`config.mk`:
```
export PLATFORM = sky130hd
export DESIGN_NAME = instr_encoder
export DESIGN_NICKNAME = d
export VERILOG_FILES = /design/src/rtl/instr_encoder.sv
export SDC_FILE = /design/constraint.sdc
export NUM_CORES = 1
export LEC_CHECK = 0
export BUFFER_PORTS_ARGS = -buffer_cell sky130_fd_sc_hd__buf_2
export CORE_AREA = 2 2 97 99
export DETAILED_ROUTE_END_ITERATION = 6
export DIE_AREA = 0 0 99 101
export GPL_TIMING_DRIVEN = 0
export PLACE_DENSITY_LB_ADDON = 0.25
export SLEW_MARGIN = 20
export SYNTH_ARGS = -nofsm -noshare
export SYNTH_HDL_FRONTEND = slang
export SYNTH_SLANG_ARGS = --single-unit
```
`constraint.sdc`:
```
create_clock -name clk -period 3.5 [get_ports clk]
set_clock_uncertainty 0.1 [all_clocks]
set_input_delay 0.175 -clock clk [delete_from_list [all_inputs] [get_ports clk]]
set_output_delay 0.175 -clock clk [all_outputs]
set_load 0.01 [all_outputs]
```
`src/rtl/instr_encoder.sv`:
```
// Mnemonic-to-machine-word encoder feeding instruction memory.
// Each accepted request is encoded, then written at an auto-incrementing address.
module instr_encoder #(
    parameter int ADDR_W    = 8,
    parameter int BASE_ADDR = 0
) (
    input  logic              clk,
    input  logic              rst,
    input  logic              in_valid,
    output logic              in_ready,
    input  logic [4:0]        mnem,
    input  logic [4:0]        rs,
    input  logic [4:0]        rt,
    input  logic [4:0]        rd,
    input  logic [15:0]       imm,
    input  logic [25:0]       target,
    input  logic              addr_load,
    input  logic [ADDR_W-1:0] addr_in,
    output logic              imem_we,
    output logic [ADDR_W-1:0] imem_addr,
    output logic [31:0]       imem_wdata,
    output logic              full,
    output logic              err,
    output logic [ADDR_W:0]   wr_count
);

    typedef enum logic [1:0] {
        IDLE = 2'd0,
        ENC  = 2'd1,
        WR   = 2'd2
    } state_t;

    localparam logic [ADDR_W-1:0] ADDR_RST  = ADDR_W'(BASE_ADDR);
    localparam logic [ADDR_W-1:0] ADDR_LAST = '1;

    state_t      state, state_d;
    logic [4:0]  l_mnem, l_rs, l_rt, l_rd;
    logic [15:0] l_imm;
    logic [25:0] l_target;
    logic [31:0] enc;
    logic        legal;
    logic [4:0]  iop;
    logic        hs;

    assign in_ready = !rst && (state == IDLE) && !full && !addr_load;
    assign hs       = in_valid && in_ready;
    assign imem_we  = (state == WR);
    assign err      = (state == ENC) && !legal;

    // I-type ALU ops 9..16 map onto opcodes 010000..010111 in order
    assign iop = l_mnem - 5'd9;

    always_comb begin
        enc   = '0;
        legal = 1'b1;
        if (l_mnem <= 5'd7) begin
            enc = {6'b000000, l_rs, l_rt, l_rd, 5'b0, 3'b000, l_mnem[2:0]};
        end else if (l_mnem == 5'd8) begin
            enc = {6'b000000, l_rs, 15'b0, 6'b001000};
        end else if (l_mnem <= 5'd16) begin
            enc = {3'b010, iop[2:0], l_rs, l_rt, l_imm};
        end else if (l_mnem == 5'd17) begin
            enc = {6'b100011, l_rs, l_rt, l_imm};
        end else if (l_mnem == 5'd18) begin
            enc = {6'b101011, l_rs, l_rt, l_imm};
        end else if (l_mnem == 5'd19) begin
            enc = {6'b110000, l_rs, l_rt, l_imm};
        end else if (l_mnem == 5'd20) begin
            enc = {6'b110001, l_target};
        end else if (l_mnem == 5'd21) begin
            enc = {6'b110011, l_target};
        end else begin
            legal = 1'b0;
        end
    end

    always_comb begin
        state_d = state;
        case (state)
            IDLE:    if (hs) state_d = ENC;
            ENC:     state_d = legal ? WR : IDLE;
            WR:      state_d = IDLE;
            default: state_d = IDLE;
        endcase
    end

    always_ff @(posedge clk) begin
        if (rst) begin
            state      <= IDLE;
            imem_addr  <= ADDR_RST;
            imem_wdata <= '0;
            full       <= 1'b0;
            wr_count   <= '0;
            l_mnem     <= '0;
            l_rs       <= '0;
            l_rt       <= '0;
            l_rd       <= '0;
            l_imm      <= '0;
            l_target   <= '0;
        end else begin
            state <= state_d;
            case (state)
                IDLE: begin
                    if (addr_load) begin
                        imem_addr <= addr_in;
                        full      <= 1'b0;
                        wr_count  <= '0;
                    end else if (hs) begin
                        l_mnem   <= mnem;
                        l_rs     <= rs;
                        l_rt     <= rt;
                        l_rd     <= rd;
                        l_imm    <= imm;
                        l_target <= target;
                    end
                end
                ENC: begin
                    if (legal) imem_wdata <= enc;
                end
                WR: begin
                    // the top address is written once, then the block stalls
                    if (imem_addr == ADDR_LAST) full <= 1'b1;
                    else imem_addr <= imem_addr + 1'b1;
                    wr_count <= wr_count + 1'b1;
                end
                default: ;
            endcase
        end
    end

endmodule

```
==> results.cfg, run 1 <==
[run_status]
status = complete, no violations

[finish]
fin_nets = 884
n_antenna_cell = 0
nFillCells = 635
syn_to_final_growth_pct = 42.5
drive_gt1_share_pct = 23.3
final_area_sq_mm = 0.00681

[timing]
slew_headroom_pct = 45.3
layout_min_cycle_time_ns = 2.51
tns_ns = 0
worstMarginPinSlew_ns = 0.819
fmax_mhz = 398
finalHoldViolations = 0
final_max_slew_viol_count = 0
finalCritPeriodShare_pct = 71.8
finalSetupViolations = 0
setup_ws_ns = 0.987
whs_ns = 0.0914
rsz0062_at_grt = false

[synthesis]
syn_area_per_cell_sq_um = 8.14
synth_most_common_cell = nand2_1
yosys.area.top_type_share_pct = 47.8
ys_async_sr_fraction_pct = 0
ys_ff_latch = 114
ys.flop_type = dfxtp_1
synth_cell_type_count = 58
ys_seq_area_share_pct = 47.8
synth_common_cells = nand2_1 (172), dfxtp_1 (114), a21oi_1 (83)
netlist_instances = 587
synth.largest_area_cell = dfxtp_1
synth.area.top_cells = dfxtp_1 (48%), nand2_1 (14%), a21oi_1 (8.7%)
synth_area_sq_mm = 0.00478
synth_warnings = 0
synth.net_count = 668
synth_edf_count = 0

[grt]
grt_max_degree = 17
grt_use_total_pct = 31.3
grt_pass1_vias = 5264
grt-ovfl-total = 0
grt_pass1_wl_um = 24800
antenna_found_initial = 0

[job]
max_cap_violations = 0

[routing]
drt_pass1_iterations = 5
first_iter_violations = 342
ant_nets = 0
vias_per_cell = 5.57
remaining_drc_errors = 0
wl_per_cell_um = 16.3
wl_um = 15100
via_count = 5161

[floorplanning]
dieArea_sq_mm = 0.0100
die_width_um = 99
std_cell_rows = 35
core_region_area_sq_mm = 0.00898
initial_core_util_pct = 53.2
num_io_pins = 127
die_h_um = 101

[clock_tree]
ctsHtreeMaxLevel = 4
cts_tree = done
cts_buffer_depth = 2
clk-insertion-delay-late_ns = 0.52
clock-sinks = 114
clk_pin_slew_worst_paths_ns = 0.06
numCtsBuffers = 17
cts_root_buf = clkbuf_8

[power]
p_switching_uw = 837
p_clk_share_pct = 48.8
irDropWorstVdd_mv = 0.301
p_leak_uw = 0.00283
report.power.total_uw = 3270
power_density_mw_per_mm2 = 480
seq_power_share_pct = 41.9
switching_share_pct = 25.6
p_comb_share_pct = 9.3
p_int_uw = 2430

[worst_setup_path]
crit_type = reg2reg
endpoint_kind = flip-flop
cp.arrival_ns = 2.88
worstSetupStartpointType = flip-flop
crit_fanout = 9
required_ns = 3.86

[placed_design]
place_ws_ns = 1.07
place_hpwl_um = 9530
place_area_sq_mm = 0.00555
portBuffers = 126
gp_congestion = 0.930

[min_path]
hold_class = in2reg
flip-flops by register name, indices dropped and copies added (netlist names):
| register | flops |
|---|---|
| l_imm | 16 |
| imem_addr | 8 |
| wr_count | 9 |
| full | 1 |
| l_rd | 5 |
| l_rs | 5 |
| l_target | 26 |
| l_rt | 5 |
| l_mnem | 5 |
| state | 2 |
| imem_wdata | 32 |
power by group through the flow:
stage / Sequential, uW / Combinational (uW) / Clock (uW)
global placement: 1390 / 228 / 0
CTS: 1370 / 297 / 1600
global route: 1370 / 334 / 1670
detailed placement: 1390 / 234 / 0
finish: 1370 / 305 / 1590
floorplan: 1390 / 129 / 0
metal layers:
metal  GRT usage, %  up-vias  share of wire (%)
met2           55.6      244                 50
li1               -     2475                  -
met4           12.2        0                2.8
met3           7.63       42                7.4
met1           36.4     2400                 40
met5              0        -                  0
timing repair:
| item | CTS | global route |
|---|---|---|
| setup buffers | 0 | 0 |
| endpoints found under the hold margin | 71 | 0 |
| resized for setup | 0 | 0 |
| hold buffers | 71 | 0 |
logic make-up (layout without fill, tap and decap cells):
group / count (synthesis) / after routing / share of synthesized area, %
and+or+nand+nor: 253 / 253 / 23.4
AOI/OAI and AO/OA: 157 / 157 / 20.8
DFF: 114 / 114 / 47.8
buffers and inverters: 49 / 278 / 4.95
adders and majority gates: 7 / 7 / 1.83
xor gates and xnor gates: 6 / 6 / 1.10
muxes: 1 / 1 / 0.209
layout make-up:
| class | instances | area (sq um) | area share, % |
|---|---|---|---|
| buffer | 41 | 206 | 3.03 |
| clock buffer | 17 | 414 | 6.08 |
| clock inverter | 15 | 135 | 1.98 |
| inverter | 8 | 30.0 | 0.441 |
| multi-input combinational | 424 | 2260 | 33.2 |
| sequential | 114 | 2280 | 33.5 |
| tap | 111 | 139 | 2.04 |
| timing repair buffer | 197 | 1340 | 19.7 |
metrics by stage:
stage | utilization [%] | cells
floorplan | - | 587
global placement | 61.8 | 824
detailed placement | 61.8 | 824
CTS | 75.8 | 927
global route | 75.8 | 927
finish | 75.8 | 927
placed cells by master (no fill, tap or decap), types with 3 or more instances in the layout:
cell           netlist  layout
inv_1                6       6
nand2_1            172     172
nand4_1              6       6
clkinv_4             0       3
a31oi_1              9       9
inv_6                0       3
clkbuf_1            19      19
nor3_1               6       6
xor2_1               6       6
buf_6                4       4
a22o_1               8       8
a221o_1              7       7
nand3_1              3       3
clkinvlp_4           0       5
dlygate4sd3_1        0      71
clkinv_2             0       3
and2_1               3       3
a221oi_1             7       7
and3_1              11      11
a222oi_1             4       4
or3_1                4       4
buf_2               15     141
ha_1                 7       7
o21ai_0             14      14
dfxtp_1            114     114
nor2_1              29      29
a21oi_1             83      83
a211oi_1             4       4
clkbuf_16            0      16
final timing paths:
path,from,endpoint,slack [ns],depth (start not counted)
min,rst,imem_wdata[7],0.09,4
max,l_mnem[0],imem_wdata[8],0.99,7
max reg2reg,l_mnem[0],imem_wdata[8],0.99,7
min reg2reg,imem_wdata[29],imem_wdata[29],0.35,2
critical path, stage by stage, from the launching register on:
cell	delay, ns
dfxtp_1	0.37
inv_1	0.15
ha_1	0.26
nor3_2	0.09
o311ai_2	0.68
and4_1	0.28
clkbuf_1	0.31
a221o_1	0.21
Power figures use the tool's default switching activity.
==> run 2, diff against run 1 <==
ABC_AREA = 1   (was not set)
CORE_AREA = 2 2 108 110   (was 2 2 97 99)
DIE_AREA = 0 0 110 112   (was 0 0 99 101)
clock period = 2.2 ns   (was 3.5 ns; I/O delays follow)
==> run 2 against run 1 <==
Against the previous run:
- design area increased by 7.4%
- critical path depth increased by 1
- via count increased by 7.0%
- synthesized cell count increased by 24%
- total power increased by 69%
- flip-flop and latch count unchanged
- core utilization decreased by 10 points
- global-route usage decreased by 4.8 points
- sequential power increased by 61%
==> results.cfg, run 2 <==
[synthesis]
synth_warnings = 0
synth_area_sq_mm = 0.00522
yosys.area.top_type_share_pct = 43.7
synth_edf_count = 0
synth_common_cells = nor2_1 (168), nand2_1 (139), dfxtp_1 (114)
ys_ff_latch = 114
synth_cell_type_count = 39
synth_most_common_cell = nor2_1
netlist_instances = 729
synth.net_count = 810
syn_area_per_cell_sq_um = 7.16
synth.area.top_cells = dfxtp_1 (44%), nor2_1 (12%), nand2_1 (10%)
synth.largest_area_cell = dfxtp_1
ys_seq_area_share_pct = 43.7
ys.flop_type = dfxtp_1
ys_async_sr_fraction_pct = 0

[run_status]
status = complete, no violations

[timing]
rsz0062_at_grt = false
whs_ns = 0.0641
finalHoldViolations = 0
layout_min_cycle_time_ns = 2.10
finalSetupViolations = 0
tns_ns = 0
fmax_mhz = 477
slew_headroom_pct = 56.3
final_max_slew_viol_count = 0
worstMarginPinSlew_ns = 0.655
finalCritPeriodShare_pct = 95.4

[power]
report.power.total_uw = 5540
p_clk_share_pct = 48.8
p_int_uw = 4180
p_leak_uw = 0.00319
irDropWorstVdd_mv = 0.431
power_density_mw_per_mm2 = 758
switching_share_pct = 24.4
seq_power_share_pct = 39.9
p_switching_uw = 1350
p_comb_share_pct = 11.3

[min_path]
holdPathEnd = imem_addr[2]
hold_class = in2reg
hold_depth = 5
hold_start = addr_in[2]

[clock_tree]
cts_tree = done
clk_pin_slew_worst_paths_ns = 0.05
clock-sinks = 114
numCtsBuffers = 17
cts_root_buf = clkbuf_16
cts_setup_buffers = 0
clk-insertion-delay-late_ns = 0.41
ctsHtreeMaxLevel = 4
cts_buffer_depth = 2

[floorplanning]
num_io_pins = 127
initial_core_util_pct = 46.7
core_region_area_sq_mm = 0.0112
die_h_um = 112
die_width_um = 110
dieArea_sq_mm = 0.0123
std_cell_rows = 39

[grt]
grt_use_total_pct = 26.5
grt_pass1_wl_um = 25100
grt_pass1_vias = 5360
grt-ovfl-total = 0
antenna_found_initial = 1
grt_max_degree = 17

[finish]
final_common_cell = nor2_1
layout_common_cells = nor2_1 (167), nand2_1 (139), buf_2 (138), dfxtp_1 (112), o21ai_0 (73)
reg.largest.list = imem_wdata x32, l_target x26, l_imm x16
drive_gt1_share_pct = 24.2
largest_register_ff_count = 32
top_register = imem_wdata
syn_to_final_growth_pct = 40.1
final_cells = 1098
fin_nets = 1022
finish.utilization_pct = 65.4
nFillCells = 995

[worst_setup_path]
startpoint = l_mnem[0]
r2r_slack_ns = 0.22
required_ns = 1.99
worstSetupStartpointType = flip-flop
rr_worst_depth = 11
r2r_end = imem_wdata[20]
reg2reg_from = l_mnem[1]
crit_fanout = 10
endpoint_kind = output port
cp.arrival_ns = 1.89
crit_type = reg2out

[routing]
drt_pass1_iterations = 5
wl_um = 15800
vias_per_cell = 5.03
remaining_drc_errors = 0
first_iter_violations = 389
wl_per_cell_um = 14.4
ant_nets = 0
via_count = 5522

[placed_design]
place_hpwl_um = 10200
gp_congestion = 0.903
dp.cells = 997
portBuffers = 125

[job]
max_cap_violations = 0
[run 2: cell count changes after synthesis, sizes merged, moves of 9 or more]
cell / change
nor2: +147
and3: -9
o21ai: +66
nand2: -18
a21oi: -27
nand3: +27
inv: +39
[run 2: kinds of logic (layout without fill, tap and decap cells)]
logic type	count (synthesis)	count (layout)	synth area share, %
and+or+nand+nor	379	379	32.1
buffers and inverters	84	309	7.07
AOI/OAI and AO/OA	144	144	15.3
DFF	114	114	43.7
other	0	1	0
adders and majority gates	7	7	1.68
xor gates and xnor gates	1	1	0.168
[run 2: metal layers]
layer	vias to the layer above	global-route usage (%)	routed length, um
met2	206	45.4	7810
met1	2519	31.2	6590
met5	-	0	0
met4	0	12.6	385
met3	39	5.21	1060
li1	2758	-	-
[run 2: repair_timing]
item | in CTS | in global routing
hold endpoints to repair | 68 | 0
setup endpoints to repair | 1 | 25
resized for setup | 3 | 5
hold buffers | 68 | 0
pin swaps | 0 | 0
[run 2: through the flow]
step,instance area (sq um),setup slack (ns)
final,7310,0.102
after floorplan,5220,0.353
after global routing,7310,0.0133
after global placement,6020,0.0717
after detailed placement,6020,0.0649
after CTS,7290,0.0111
[run 2: power groups by stage]
stage	combinational (uW)	clock (uW)	sequential (uW)
final	625	2700	2210
after global placement	506	0	2250
after global routing	694	2820	2220
after floorplan	317	0	2250
after CTS	608	2710	2210
after detailed placement	510	0	2250
[run 2: worst max-delay path, stage by stage (launching register included)]
cell	delay [ns]
dfxtp_2	0.38
inv_2	0.10
ha_4	0.20
nor2_2	0.15
nor2_4	0.08
nor2_4	0.17
nand2_8	0.12
nor2_1	0.13
buf_2	0.15
[run 2: worst max-delay path by stage]
stage,end,slack [ns]
global placement,imem_wdata[8],0.07
detailed placement,imem_wdata[26],0.06
CTS,err,0.01
finish,err,0.10
floorplan,imem_wdata[2],0.35
global route,err,0.01
[run 2: cell type report]
type | instances | area [sq um] | share of cell area [%]
multi-input combinational | 531 | 2580 | 35.4
sequential | 114 | 2280 | 31.3
timing repair buffer | 193 | 1310 | 17.9
clock buffer | 23 | 478 | 6.54
buffer | 35 | 185 | 2.53
inverter | 49 | 184 | 2.52
tap | 143 | 179 | 2.45
clock inverter | 9 | 105 | 1.44
antenna | 1 | 2.50 | 0.0342
==> run 3, diff against run 2 <==
ABC_AREA = not set   (was 1)
CORE_AREA = 2 2 113 115   (was 2 2 108 110)
DIE_AREA = 0 0 115 117   (was 0 0 110 112)
==> run 3 against run 2 <==
Against the previous run:
- flip-flop and latch count unchanged
- design area decreased by 4.5%
- cell count decreased by 12%
- global-route usage decreased by 4.3 points
- critical path depth decreased by 2
- non-clock buffer count increased by 9
- via count decreased by 8.5%
- count of clock-buffer cells in the layout decreased by 5
- clock power about the same
- sequential share of layout area increased by 1.5 points
- routed wire length decreased by 5.4%
==> results.cfg, run 3 (same netlist as run 1, synthesis figures left out) <==
[run_status]
status = complete, no violations

[floorplanning]
std_cell_rows = 41
die_width_um = 115
core_region_area_sq_mm = 0.0123
num_io_pins = 127
die_h_um = 117
initial_core_util_pct = 38.8
dieArea_sq_mm = 0.0135

[timing]
layout_min_cycle_time_ns = 2.12
fmax_mhz = 472
finalSetupViolations = 0
setup_ws_ns = 0.0795
worstMarginPinSlew_ns = 0.756
slew_headroom_pct = 49.2
finalHoldViolations = 0
rsz0062_at_grt = false
finalCritPeriodShare_pct = 96.4
final_max_slew_viol_count = 0

[clock_tree]
ctsHtreeMaxLevel = 4
cts_tree = done
clk-insertion-delay-late_ns = 0.40
clock-sinks = 114
clk_pin_slew_worst_paths_ns = 0.06
cts_buffer_depth = 2
numCtsBuffers = 17
cts_root_buf = clkbuf_16

[finish]
fin_nets = 883
largest_register_ff_count = 32
layout_common_cells = nand2_1 (171), buf_2 (140), dfxtp_1 (112), a21oi_1 (82), dlygate4sd3_1 (68)
drive_gt1_share_pct = 25.6
reg.largest.list = imem_wdata x32, l_target x26, l_imm x16
final_common_cell = nand2_1
n_antenna_cell = 0
syn_to_final_growth_pct = 46.1
top_register = imem_wdata
final_area_sq_mm = 0.00698
finish.utilization_pct = 56.7

[job]
max_cap_violations = 0

[grt]
antenna_found_initial = 0
grt_pass1_vias = 4777
grt_max_degree = 17
grt-ovfl-total = 0
grt_use_total_pct = 22.1
grt_pass1_wl_um = 23100

[routing]
vias_per_cell = 5.24
first_iter_violations = 372
remaining_drc_errors = 0
wl_um = 15000
drt_pass1_iterations = 5
via_count = 5053
wl_per_cell_um = 15.5
ant_nets = 0

[placed_design]
place_hpwl_um = 10300
place_ws_ns = -0.341
gp_congestion = 0.883
place_area_sq_mm = 0.00560
portBuffers = 126

[power]
switching_share_pct = 24.5
seq_power_share_pct = 40.6
power_density_mw_per_mm2 = 768
irDropWorstVdd_mv = 0.457
p_leak_uw = 0.00288
p_comb_share_pct = 9.2
report.power.total_uw = 5360
p_int_uw = 4050
p_clk_share_pct = 50.2
p_switching_uw = 1310

[worst_setup_path]
crit_type = reg2out
worstSetupStartpointType = flip-flop
cp.arrival_ns = 1.91
required_ns = 1.99
r2r_slack_ns = 0.10
endpoint_kind = output port
crit_fanout = 7

[min_path]
hold_class = in2reg
[run 3: cell count changes in the layout (fill, tap and decap cells not counted), moves of 12 or more]
| cell | before | now |
|---|---|---|
| nand3_1 | 24 | 3 |
| nand2_2 | 13 | 1 |
| o21ai_0 | 73 | 14 |
| nor2_1 | 167 | 29 |
| a21oi_2 | 14 | 1 |
| a21oi_1 | 42 | 82 |
| nand2_1 | 139 | 171 |
| inv_1 | 41 | 4 |
[run 3: path summary, 6_finish.rpt]
path | start | to | cells past startpoint
worst min register to register | imem_wdata[28] | imem_wdata[28] | 2
worst max register to register | l_mnem[0] | imem_wdata[21] | 9
worst max-delay path | l_mnem[0] | err | 6
worst min-delay path | addr_in[2] | imem_addr[2] | 5
[run 3: area by class of cell]
cell class / count / area [sq um]
tap: 150 / 188
clock buffer: 18 / 429
inverter: 8 / 35.0
sequential: 114 / 2280
fill: 1138 / 5330
clock inverter: 14 / 156
timing repair buffer: 198 / 1340
multi-input combinational: 424 / 2350
buffer: 39 / 203
[run 3: per-stage QoR]
step | TNS (ns) | hold WS (ns) | std cells
after floorplan | 0 | 0.146 | 587
after global placement | -3.66 | 0.251 | 863
after detailed placement | -5.89 | 0.258 | 863
after CTS | 0 | 0.00835 | 963
after global routing | 0 | 0.0448 | 965
final | 0 | 0.0199 | 965
[run 3: timing repair]
item,4_1_cts,5_1_grt
endpoints found under the setup margin,33,66
hold endpoints to repair,68,0
resized for setup,16,9
pin swaps,1,3
hold buffers,68,0
buffers inserted,2,2
[run 3: critical path: stages (launching register included)]
cell,delay (ns)
dfxtp_2,0.44
inv_4,0.08
ha_4,0.19
nor3_4,0.28
o31a_1,0.22
and3_1,0.16
buf_2,0.14
[run 3: routing by layer]
| layer | vias to the layer above | wire length (um) | track usage (%) |
|---|---|---|---|
| met5 | - | 0 | 0 |
| met3 | 18 | 805 | 4.43 |
| met1 | 2395 | 6600 | 27.3 |
| met4 | 0 | 210 | 8.03 |
| li1 | 2469 | - | - |
| met2 | 171 | 7370 | 38.5 |
[run 3: power by group through the flow]
stage          clock [uW]  sequential [uW]  combinational [uW]
2_1_floorplan           0             2220                 206
3_3_place_gp            0             2210                 371
3_5_place_dp            0             2220                 379
4_1_cts              2720             2170                 483
5_1_grt              2830             2180                 538
6_report             2690             2180                 492
